--- config.mk ---
export PLATFORM = sky130hd
export DESIGN_NAME = eb_skp_scheduler
export DESIGN_NICKNAME = d
export VERILOG_FILES = /design/src/rtl/eb_pkg.sv /design/src/rtl/grayToBin.sv /design/src/rtl/eb_skp_scheduler.sv
export SDC_FILE = /design/constraint.sdc
export NUM_CORES = 1
export LEC_CHECK = 0
export CORE_MARGIN = 2
export CORE_UTILIZATION = 52
export CTS_CLUSTER_DIAMETER = 50
export DETAILED_ROUTE_END_ITERATION = 10
export GPL_ROUTABILITY_DRIVEN = 0
export GPL_TIMING_DRIVEN = 0
export HOLD_SLACK_MARGIN = 0.05
export PLACE_DENSITY_LB_ADDON = 0.3
export SYNTH_ARGS = -nofsm -noshare
export SYNTH_HDL_FRONTEND = slang
export SYNTH_HIERARCHICAL = 1
export SYNTH_SLANG_ARGS = --single-unit
--- constraint.sdc ---
create_clock -name read_clk -period 2.55 [get_ports read_clk]
set_clock_uncertainty 0.1 [all_clocks]
set_input_delay 0.6375 -clock read_clk [delete_from_list [all_inputs] [get_ports read_clk]]
set_output_delay 0.6375 -clock read_clk [all_outputs]
set_load 0.02 [all_outputs]
--- src/rtl/eb_pkg.sv ---
// Shared definitions for the elastic-buffer SKP scheduler: state encoding and default tuning.
package eb_pkg;

  typedef enum logic [1:0] {
    IDLE     = 2'd0,
    ADD_WAIT = 2'd1,
    COOL     = 2'd2,
    DEL_HOLD = 2'd3
  } sched_state_t;

  localparam int unsigned BUFFER_DEPTH_DEF = 16;
  localparam int unsigned LOW_WM_DEF       = 4;
  localparam int unsigned HIGH_WM_DEF      = 12;
  localparam int unsigned COOLDOWN_DEF     = 4;
  localparam int unsigned ADD_TIMEOUT_DEF  = 64;
  localparam int unsigned SKP_CNT_W        = 8;

endpackage

--- src/rtl/grayToBin.sv ---
// Combinational Gray-code to binary converter.
module grayToBin #(
  parameter int unsigned W = 5
) (
  input  logic [W-1:0] gray,
  output logic [W-1:0] bin_c
);

  // Each binary bit is the XOR of all Gray bits at or above it.
  always_comb begin
    bin_c = '0;
    for (int i = 0; i < int'(W); i++) begin
      bin_c[i] = ^(gray >> i);
    end
  end

endmodule

--- src/rtl/eb_skp_scheduler.sv ---
// Elastic-buffer SKP scheduler: tracks fill level in the read domain and
// requests SKP insertion/deletion to keep occupancy between watermarks.
// COOLDOWN and ADD_TIMEOUT must be at least 1.
module eb_skp_scheduler
  import eb_pkg::*;
#(
  parameter int unsigned BUFFER_DEPTH = BUFFER_DEPTH_DEF,
  parameter int unsigned LOW_WM       = LOW_WM_DEF,
  parameter int unsigned HIGH_WM      = HIGH_WM_DEF,
  parameter int unsigned COOLDOWN     = COOLDOWN_DEF,
  parameter int unsigned ADD_TIMEOUT  = ADD_TIMEOUT_DEF
) (
  input  logic                          read_clk,
  input  logic                          rst_n,
  input  logic                          enable,
  input  logic                          clr_err,
  input  logic [$clog2(BUFFER_DEPTH):0] gray_write_pointer,
  input  logic [$clog2(BUFFER_DEPTH):0] gray_read_pointer,
  input  logic                          skp_added,
  output logic                          add_req,
  output logic                          del_req,
  output logic [$clog2(BUFFER_DEPTH):0] occupancy,
  output logic                          add_timeout_err,
  output logic                          starve_err,
  output logic                          overflow_err,
  output logic [SKP_CNT_W-1:0]          skp_add_count
);

  localparam int unsigned PW     = $clog2(BUFFER_DEPTH) + 1;
  localparam int unsigned TMAX   = (ADD_TIMEOUT > COOLDOWN) ? ADD_TIMEOUT : COOLDOWN;
  localparam int unsigned TW     = $clog2(TMAX + 1);
  localparam logic [SKP_CNT_W-1:0] CNT_MAX = '1;

  logic [PW-1:0] wsync1, wsync2;
  logic [PW-1:0] wbin_c, rbin_c;
  sched_state_t  state_q, state_nxt;
  logic [TW-1:0] tmr_q;
  logic          add_done, add_tout;
  logic          starve_set, ovf_set;

  grayToBin #(.W(PW)) u_wg2b (.gray(wsync2),            .bin_c(wbin_c));
  grayToBin #(.W(PW)) u_rg2b (.gray(gray_read_pointer), .bin_c(rbin_c));

  // Two-flop write-pointer synchronizer and registered fill level (modulo subtraction covers wrap).
  always_ff @(posedge read_clk or negedge rst_n) begin
    if (!rst_n) begin
      wsync1    <= '0;
      wsync2    <= '0;
      occupancy <= '0;
    end else begin
      wsync1    <= gray_write_pointer;
      wsync2    <= wsync1;
      occupancy <= wbin_c - rbin_c;
    end
  end

  // Next-state logic; enable low overrides everything and parks the FSM in IDLE.
  always_comb begin
    state_nxt = state_q;
    add_done  = 1'b0;
    add_tout  = 1'b0;
    if (!enable) begin
      state_nxt = IDLE;
    end else begin
      case (state_q)
        IDLE: begin
          if (occupancy < PW'(LOW_WM))       state_nxt = ADD_WAIT;
          else if (occupancy > PW'(HIGH_WM)) state_nxt = DEL_HOLD;
        end
        ADD_WAIT: begin
          if (skp_added) begin
            add_done  = 1'b1;
            state_nxt = COOL;
          end else if (tmr_q == TW'(ADD_TIMEOUT - 1)) begin
            add_tout  = 1'b1;
            state_nxt = COOL;
          end
        end
        COOL: begin
          if (tmr_q == TW'(COOLDOWN - 1)) state_nxt = IDLE;
        end
        DEL_HOLD: begin
          if (occupancy <= PW'(BUFFER_DEPTH / 2)) state_nxt = IDLE;
        end
        default: state_nxt = IDLE;
      endcase
    end
  end

  assign starve_set = enable && (occupancy == '0);
  assign ovf_set    = occupancy > PW'(BUFFER_DEPTH);

  // State register, per-state dwell timer and registered requests.
  always_ff @(posedge read_clk or negedge rst_n) begin
    if (!rst_n) begin
      state_q <= IDLE;
      tmr_q   <= '0;
      add_req <= 1'b0;
      del_req <= 1'b0;
    end else begin
      state_q <= state_nxt;
      tmr_q   <= (state_nxt != state_q) ? '0 : tmr_q + TW'(1);
      add_req <= (state_nxt == ADD_WAIT);
      del_req <= (state_nxt == DEL_HOLD);
    end
  end

  // Saturating add counter and sticky error flags; a set beats a same-cycle clear.
  always_ff @(posedge read_clk or negedge rst_n) begin
    if (!rst_n) begin
      skp_add_count   <= '0;
      add_timeout_err <= 1'b0;
      starve_err      <= 1'b0;
      overflow_err    <= 1'b0;
    end else begin
      if (add_done && (skp_add_count != CNT_MAX)) skp_add_count <= skp_add_count + SKP_CNT_W'(1);
      add_timeout_err <= add_tout   | (add_timeout_err & ~clr_err);
      starve_err      <= starve_set | (starve_err      & ~clr_err);
      overflow_err    <= ovf_set    | (overflow_err    & ~clr_err);
    end
  end

endmodule
==> flow_results.xml, run 1 <==
<?xml version="1.0" encoding="UTF-8"?>
<metrics>
  <group name="sta">
    <metric name="setup_tns" unit="ns">0</metric>
    <metric name="timing.final.crit_share" unit="">0.972</metric>
    <metric name="slew_headroom" unit="">0.474</metric>
    <metric name="final-hold-violation-count" unit="">0</metric>
    <metric name="final.min_clock_period" unit="ns">2.48</metric>
    <metric name="max_slew.worst_pin.slew" unit="ns">0.790</metric>
    <metric name="rsz0062_at_grt" unit="">no</metric>
    <metric name="timing_max_transition_violations_final" unit="">0</metric>
    <metric name="setup_ws" unit="ns">0.0706</metric>
    <metric name="fmax" unit="MHz">403</metric>
    <metric name="worst_hold_slack" unit="ns">0.260</metric>
    <metric name="setup-violations-final" unit="">0</metric>
  </group>
  <group name="logic_synthesis">
    <metric name="yosys-top-cells-count" unit="">sky130_fd_sc_hd__dfrtp_1 (37), sky130_fd_sc_hd__xnor2_1 (15), sky130_fd_sc_hd__inv_1 (14), sky130_fd_sc_hd__xor2_1 (8)</metric>
    <metric name="yosys.cell_types.count" unit="">45</metric>
    <metric name="mappedNetlistNets" unit="">174</metric>
    <metric name="synth-edff-count" unit="">0</metric>
    <metric name="async_flop_share" unit="">1.00</metric>
    <metric name="yosysMostFrequentCell" unit="">sky130_fd_sc_hd__dfrtp_1</metric>
    <metric name="syn_inst" unit="">152</metric>
    <metric name="synthesis.area_per_instance" unit="µm²">12.1</metric>
    <metric name="synth_seq_area_share" unit="">0.504</metric>
    <metric name="netlist.top_cell.by_area" unit="">sky130_fd_sc_hd__dfrtp_1</metric>
    <metric name="yosysTopAreaCellShare" unit="">0.504</metric>
    <metric name="mappedNetlistArea" unit="µm²">1840</metric>
    <metric name="synthesis_warnings" unit="">6</metric>
    <metric name="postSynth.topFlopCell" unit="">sky130_fd_sc_hd__dfrtp_1</metric>
    <metric name="synth.ff_latch_count" unit="">37</metric>
    <metric name="ys_top_cells_by_area" unit="">sky130_fd_sc_hd__dfrtp_1 (50%), sky130_fd_sc_hd__xnor2_1 (7.2%), sky130_fd_sc_hd__ha_1 (4.1%), sky130_fd_sc_hd__xor2_1 (3.8%), sky130_fd_sc_hd__inv_1 (2.9%)</metric>
  </group>
  <group name="cells_and_area">
    <metric name="area_growth" unit="%">26.2</metric>
    <metric name="n_fill_cell" unit="">270</metric>
    <metric name="nets" unit="">214</metric>
    <metric name="finish.instance_area" unit="µm²">2320</metric>
    <metric name="layout-drive-gt1-share" unit="">0.135</metric>
    <metric name="multiInputGateArea" unit="µm²">832</metric>
    <metric name="layoutNonFillerInstCount" unit="">239</metric>
    <metric name="antennaDiodeCount" unit="">0</metric>
    <metric name="regArea" unit="µm²">926</metric>
  </group>
  <group name="clock_tree">
    <metric name="cts.path.max_buffers" unit="">2</metric>
    <metric name="cts.reportedPaths.clkPinSlew" unit="ns">0.11</metric>
    <metric name="clock_insertion_delay_worst_skew" unit="ns">0.34</metric>
    <metric name="cts_buffers" unit="">5</metric>
    <metric name="clock_tree.root_cell" unit="">sky130_fd_sc_hd__clkbuf_4</metric>
    <metric name="cts.htree.levels" unit="">2</metric>
    <metric name="number_of_clock_sinks" unit="">37</metric>
    <metric name="tritoncts" unit="">built</metric>
    <metric name="post_cts_hold_buffer_count" unit="">0</metric>
  </group>
  <group name="floorplan">
    <metric name="initial_core_util" unit="">0.546</metric>
    <metric name="core_area" unit="µm²">3360</metric>
    <metric name="io-pin-count" unit="">33</metric>
    <metric name="die_w" unit="µm">63.4</metric>
    <metric name="design.die.area" unit="µm²">4020</metric>
    <metric name="die-height" unit="µm">63.4</metric>
    <metric name="floorplan.rows" unit="">21</metric>
  </group>
  <group name="critical_path">
    <metric name="cp_data_arrival_time" unit="ns">2.62</metric>
    <metric name="rrSetupSlack" unit="ns">0.34</metric>
    <metric name="crit_path_max_fo" unit="">2</metric>
    <metric name="crit_type" unit="">in2reg</metric>
    <metric name="worst-endpoint-required" unit="ns">2.69</metric>
    <metric name="start_kind" unit="">primary input</metric>
    <metric name="crit_path_end_kind" unit="">flip-flop</metric>
  </group>
  <group name="pwr">
    <metric name="power_per_cell_area" unit="nW/µm²">935</metric>
    <metric name="power.static_leakage" unit="nW">1.07</metric>
    <metric name="max-vdd-ir-drop" unit="µV">524</metric>
  </group>
  <group name="placement">
    <metric name="hpwl" unit="µm">2330</metric>
    <metric name="placement.cell_area" unit="µm²">2210</metric>
    <metric name="placement.io_buffers" unit="">32</metric>
    <metric name="dp_worst_setup_slack" unit="ns">-0.443</metric>
    <metric name="number_of_instances_in_the_placed_design" unit="">230</metric>
  </group>
  <group name="grt">
    <metric name="gr-total-overflow" unit="">0</metric>
    <metric name="grt.total_usage" unit="">0.179</metric>
    <metric name="grt_pass1_wl" unit="µm">5420</metric>
    <metric name="grt_pass1_vias" unit="">1171</metric>
    <metric name="antenna_found_initial" unit="">0</metric>
    <metric name="grt_max_degree" unit="">38</metric>
  </group>
  <group name="detailed_routing">
    <metric name="drt_wl_total" unit="µm">3320</metric>
    <metric name="dr.first_iter.drc_count" unit="">84</metric>
    <metric name="vias" unit="">1290</metric>
    <metric name="wl_per_cell" unit="µm">13.9</metric>
    <metric name="drt_pre_antenna_iters" unit="">4</metric>
    <metric name="final_antenna_net_count" unit="">0</metric>
    <metric name="drc" unit="">0</metric>
    <metric name="detail_route.vias_per_cell" unit="">5.40</metric>
  </group>
  <group name="flow_run">
    <metric name="drv.max_cap_violation_count" unit="">0</metric>
  </group>
  <group name="hold_path">
    <metric name="hp-class" unit="">in2async</metric>
  </group>
  <group name="outcome">
    <metric name="status" unit="">finished clean</metric>
  </group>
</metrics>
==> critical path, stage by stage <==
cell                              delay [ns]
sky130_fd_sc_hd__clkdlybuf4s50_1        0.49
sky130_fd_sc_hd__xnor2_2                0.14
sky130_fd_sc_hd__xor3_1                 0.34
sky130_fd_sc_hd__ha_1                   0.22
sky130_fd_sc_hd__fa_1                   0.42
sky130_fd_sc_hd__inv_1                  0.08
sky130_fd_sc_hd__a21o_1                 0.10
sky130_fd_sc_hd__a21oi_1                0.07
sky130_fd_sc_hd__xnor2_1                0.12
==> path summary, 6_finish.rpt <==
| kind | start | end | cells past startpoint |
|---|---|---|---|
| setup / recovery | gray_read_pointer[2] | occupancy[4]$_DFF_PN0_ | 9 |
| hold / removal | rst_n | tmr_q[2]$_DFF_PN0_ | 1 |
| setup reg to reg | wsync2[3]$_DFF_PN0_ | occupancy[4]$_DFF_PN0_ | 9 |
| hold reg to reg | wsync1[1]$_DFF_PN0_ | wsync2[1]$_DFF_PN0_ | 0 |
| max in group asynchronous | rst_n | wsync1[1]$_DFF_PN0_ | 1 |
| min in group read_clk | wsync1[1]$_DFF_PN0_ | wsync2[1]$_DFF_PN0_ | 0 |
==> cells by family (layout without fill, tap and decap cells) <==
logic type / count (synthesis) / after routing / synth area share
AOI/OAI and AO/OA: 25 / 25 / 0.108
DFF: 37 / 37 / 0.504
and+or+nand+nor: 37 / 37 / 0.130
adders and majority gates: 7 / 7 / 0.0518
xor gates and xnor gates: 27 / 27 / 0.153
muxes: 1 / 1 / 0.00613
buffers and inverters: 18 / 59 / 0.0470
==> cell usage in the layout (no fill, tap or decap), types with 2 or more instances in the layout <==
cell / n
sky130_fd_sc_hd__nand3_1: 3
sky130_fd_sc_hd__clkbuf_4: 5
sky130_fd_sc_hd__nor3b_1: 2
sky130_fd_sc_hd__nor3_1: 6
sky130_fd_sc_hd__inv_1: 14
sky130_fd_sc_hd__clkdlybuf4s50_1: 29
sky130_fd_sc_hd__xnor2_1: 14
sky130_fd_sc_hd__nor2_1: 2
sky130_fd_sc_hd__xor3_1: 2
sky130_fd_sc_hd__a21o_1: 2
sky130_fd_sc_hd__o21ai_0: 3
sky130_fd_sc_hd__buf_4: 4
sky130_fd_sc_hd__ha_1: 6
sky130_fd_sc_hd__dfrtp_1: 37
sky130_fd_sc_hd__xnor2_2: 3
sky130_fd_sc_hd__xor2_1: 8
sky130_fd_sc_hd__and2_1: 2
sky130_fd_sc_hd__and3_1: 4
sky130_fd_sc_hd__o211ai_1: 2
sky130_fd_sc_hd__nand2_1: 6
sky130_fd_sc_hd__a21oi_1: 4
sky130_fd_sc_hd__nand4_1: 4
sky130_fd_sc_hd__dlymetal6s2s_1: 2
==> sequential cells by signal, indices dropped and copies added (netlist names), 2 cells and up <==
name and count:
state_q 2, skp_add_count 8, wsync1 5, occupancy 5, tmr_q 7, wsync2 5
==> per-layer routing <==
layer	vias up	wire, µm	GRT usage	part of all wire
li1	607	-	-	-
met1	618	1430	0.234	0.43
met2	59	1610	0.267	0.48
met3	6	223	0.0661	0.067
met4	0	54	0.0788	0.016
met5	-	0	0	0
==> power breakdown <==
| part | switching (mW) | total (mW) | internal [mW] |
|---|---|---|---|
| Combinational | 0.442 | 0.885 | 0.443 |
| Sequential | 0.136 | 0.854 | 0.717 |
| Clock | 0.196 | 0.429 | 0.233 |
==> layout make-up <==
type | count | share of cell area
Buffer | 4 | 0.0146
Clock buffer | 6 | 0.0221
Clock inverter | 2 | 0.0162
Inverter | 14 | 0.0227
Multi-Input combinational cell | 97 | 0.359
Sequential cell | 37 | 0.399
Tap cell | 46 | 0.0248
Timing Repair Buffer | 33 | 0.141
==> per-stage QoR <==
| stage | power (mW) | util |
|---|---|---|
| 5_1_grt | 2.31 | 0.689 |
| 2_1_floorplan | 1.42 | - |
| 6_report | 2.17 | 0.689 |
| 3_3_place_gp | 1.71 | 0.658 |
| 4_1_cts | 2.18 | 0.686 |
| 3_5_place_dp | 1.74 | 0.657 |
==> repair_timing <==
item,CTS,global route
gates cloned,0,0
resized for setup,0,3
buffers inserted,1,0
endpoints found under the hold margin,0,0
setup endpoints to repair,1,1
pin swaps,1,1
Note: power is estimated with default switching activity, not from simulation.
==> run 2, diff against run 1 <==
- CORE_ASPECT_RATIO: unset -> 1.2
- TNS_END_PERCENT: unset -> 50
==> run 2 against run 1 <==
Non-clock buffer count rose by 1. Critical endpoint unchanged. Cell area decreased by 0.54%. First-iteration DRC count fell by 48%. Critical path type unchanged. Largest cell class unchanged. Power shrank 2.3%. Critical path depth decreased by 1. Final cell count down 4.2%. Die area hardly changed. Global-route usage up 1.7 points. Fmax rose by 1.1%. Clock-buffer cell count shrank 1. Clock power is 14% lower.
==> flow_results.xml, run 2 (synthesized netlist as in run 1, its figures left out) <==
<?xml version="1.0" encoding="UTF-8"?>
<metrics>
  <group name="clock_tree">
    <metric name="post_cts_hold_buffer_count" unit="">0</metric>
    <metric name="number_of_clock_sinks" unit="">37</metric>
    <metric name="cts.reportedPaths.clkPinSlew" unit="ns">0.07</metric>
    <metric name="cts.htree.levels" unit="">2</metric>
    <metric name="tritoncts" unit="">built</metric>
    <metric name="cts.path.max_buffers" unit="">2</metric>
    <metric name="clock_tree.root_cell" unit="">sky130_fd_sc_hd__clkbuf_8</metric>
    <metric name="cts_buffers" unit="">5</metric>
    <metric name="clock_insertion_delay_worst_skew" unit="ns">0.29</metric>
  </group>
  <group name="pwr">
    <metric name="power_per_cell_area" unit="nW/µm²">918</metric>
    <metric name="totalPowerFinal" unit="mW">2.12</metric>
    <metric name="power.static_leakage" unit="nW">1.07</metric>
    <metric name="max-vdd-ir-drop" unit="µV">659</metric>
  </group>
  <group name="sta">
    <metric name="fmax" unit="MHz">408</metric>
    <metric name="timing_max_transition_violations_final" unit="">0</metric>
    <metric name="final-hold-violation-count" unit="">0</metric>
    <metric name="slew_headroom" unit="">0.483</metric>
    <metric name="rsz0062_at_grt" unit="">no</metric>
    <metric name="timing.final.crit_share" unit="">0.961</metric>
    <metric name="setup-violations-final" unit="">0</metric>
    <metric name="final.min_clock_period" unit="ns">2.45</metric>
    <metric name="max_slew.worst_pin.slew" unit="ns">0.776</metric>
  </group>
  <group name="floorplan">
    <metric name="design.die.area" unit="µm²">4030</metric>
    <metric name="die-height" unit="µm">69.1</metric>
    <metric name="initial_core_util" unit="">0.546</metric>
    <metric name="floorplan.rows" unit="">23</metric>
    <metric name="core_area" unit="µm²">3370</metric>
    <metric name="die_w" unit="µm">58.3</metric>
    <metric name="io-pin-count" unit="">33</metric>
  </group>
  <group name="placement">
    <metric name="hpwl" unit="µm">2580</metric>
    <metric name="placement.io_buffers" unit="">32</metric>
  </group>
  <group name="grt">
    <metric name="antenna_found_initial" unit="">0</metric>
    <metric name="met3_usage" unit="">0.0563</metric>
    <metric name="grt.total_usage" unit="">0.196</metric>
    <metric name="gr-total-overflow" unit="">0</metric>
    <metric name="grt_max_degree" unit="">38</metric>
    <metric name="global_route.peak_usage_layer" unit="">met2</metric>
    <metric name="grt_pass1_wl" unit="µm">6000</metric>
    <metric name="grt_pass1_vias" unit="">1404</metric>
    <metric name="met2_usage" unit="">0.354</metric>
    <metric name="grt_use_met1" unit="">0.203</metric>
  </group>
  <group name="critical_path">
    <metric name="crit_path_max_fo" unit="">2</metric>
    <metric name="worst-endpoint-required" unit="ns">2.62</metric>
    <metric name="crit_slowest_cell" unit="">sky130_fd_sc_hd__clkdlybuf4s50_1</metric>
    <metric name="crit_path_end_kind" unit="">flip-flop</metric>
    <metric name="critical_path.n_buffers_inverters" unit="">2</metric>
    <metric name="path_delay_family" unit="">adder cells</metric>
    <metric name="crit_type" unit="">in2reg</metric>
    <metric name="list_of_cells_traversed_by_the_critical_path" unit="">clkdlybuf4s50_1 &gt; xor3_1 &gt; ha_2 &gt; fa_2 &gt; inv_1 &gt; a21o_1 &gt; a21oi_1 &gt; xnor2_1</metric>
    <metric name="start_kind" unit="">primary input</metric>
    <metric name="worst_stage_delay_on_the_critical_path" unit="ns">0.45</metric>
    <metric name="cp_data_arrival_time" unit="ns">2.52</metric>
  </group>
  <group name="cells_and_area">
    <metric name="layout-drive-gt1-share" unit="">0.141</metric>
    <metric name="antennaDiodeCount" unit="">0</metric>
    <metric name="fin_util" unit="">0.685</metric>
    <metric name="largest_register" unit="">skp_add_count</metric>
    <metric name="final_common_cell" unit="">sky130_fd_sc_hd__dfrtp_1</metric>
    <metric name="area_growth" unit="%">25.5</metric>
    <metric name="flip_flop_count_of_the_largest_register_all_copies_and_words_added" unit="">8</metric>
    <metric name="reg.largest.list" unit="">skp_add_count x8, tmr_q x7</metric>
    <metric name="nets" unit="">215</metric>
    <metric name="n_fill_cell" unit="">263</metric>
    <metric name="mostFrequentLayoutCells" unit="">sky130_fd_sc_hd__dfrtp_1 (37), sky130_fd_sc_hd__clkdlybuf4s50_1 (27), sky130_fd_sc_hd__inv_1 (14), sky130_fd_sc_hd__xnor2_1 (14), sky130_fd_sc_hd__xor2_1 (8)</metric>
  </group>
  <group name="detailed_routing">
    <metric name="dr.first_iter.drc_count" unit="">44</metric>
    <metric name="drt_pre_antenna_iters" unit="">4</metric>
    <metric name="drc" unit="">0</metric>
    <metric name="detail_route.vias_per_cell" unit="">5.74</metric>
    <metric name="drt_wl_total" unit="µm">3400</metric>
    <metric name="wl_per_cell" unit="µm">14.8</metric>
    <metric name="vias" unit="">1314</metric>
    <metric name="final_antenna_net_count" unit="">0</metric>
  </group>
  <group name="outcome">
    <metric name="status" unit="">finished clean</metric>
  </group>
  <group name="flow_run">
    <metric name="drv.max_cap_violation_count" unit="">0</metric>
  </group>
  <group name="hold_path">
    <metric name="hp-class" unit="">reg2reg</metric>
  </group>
</metrics>
[run 2: metal layers]
layer / part of all wire / wire (µm)
met5: 0 / 0
met4: 0.021 / 73
met3: 0.054 / 184
met2: 0.55 / 1870
met1: 0.37 / 1270
[run 2: area by class of cell]
cell class                 count  area (µm²)  area share
buffer                         4        33.8      0.0147
clock buffer                   5        68.8      0.0298
clock inverter                 1        5.00     0.00217
inverter                      14        52.6      0.0228
multi-input combinational     97         837       0.363
sequential                    37         926       0.402
tap                           37        46.3      0.0201
timing repair buffer          34         337       0.146
[run 2: power breakdown]
group | total, mW | switching [mW] | internal [mW]
Sequential | 0.855 | 0.136 | 0.719
Clock | 0.367 | 0.187 | 0.179
Combinational | 0.896 | 0.448 | 0.447
[run 2: path summary, 6_finish.rpt]
path	from	end	slack, ns	depth (start not counted)
max	gray_read_pointer[0]	occupancy[4]$_DFF_PN0_	0.1	8
min	wsync1[2]$_DFF_PN0_	wsync2[2]$_DFF_PN0_	0.25	0
max reg2reg	wsync2[3]$_DFF_PN0_	occupancy[4]$_DFF_PN0_	0.27	9
min reg2reg	wsync1[2]$_DFF_PN0_	wsync2[2]$_DFF_PN0_	0.25	0
max in group asynchronous	rst_n	skp_add_count[1]$_DFFE_PN0P_	1.53	1
min in group asynchronous	rst_n	tmr_q[6]$_DFF_PN0_	0.32	1
[run 2: per-stage QoR]
| stage | area [µm²] | instances | hold slack, ns | setup slack, ns | TNS, ns |
|---|---|---|---|---|---|
| floorplan | 1840 | 152 | 0.231 | 0.187 | 0 |
| global placement | 2200 | 221 | 0.233 | -0.403 | -0.831 |
| detailed placement | 2200 | 221 | 0.235 | -0.486 | -1.10 |
| CTS | 2300 | 229 | 0.249 | 0.0188 | 0 |
| global route | 2310 | 229 | 0.256 | 0.0496 | 0 |
| finish | 2310 | 229 | 0.247 | 0.0986 | 0 |
[run 2: timing repair]
item,4_1_cts,5_1_grt
buffers inserted,2,0
cloned,0,0
setup endpoints to repair,1,1
pin swaps,3,5
resized for setup,3,4
[run 2: worst register-to-register path, cell delays in order (launching register included)]
cell and delay (ns):
sky130_fd_sc_hd__dfrtp_1 0.42, sky130_fd_sc_hd__xnor2_2 0.28, sky130_fd_sc_hd__xor3_1 0.37, sky130_fd_sc_hd__inv_1 0.09, sky130_fd_sc_hd__ha_2 0.20, sky130_fd_sc_hd__fa_2 0.22
sky130_fd_sc_hd__inv_1 0.05, sky130_fd_sc_hd__a21o_1 0.15, sky130_fd_sc_hd__a21oi_1 0.19, sky130_fd_sc_hd__xnor2_1 0.14
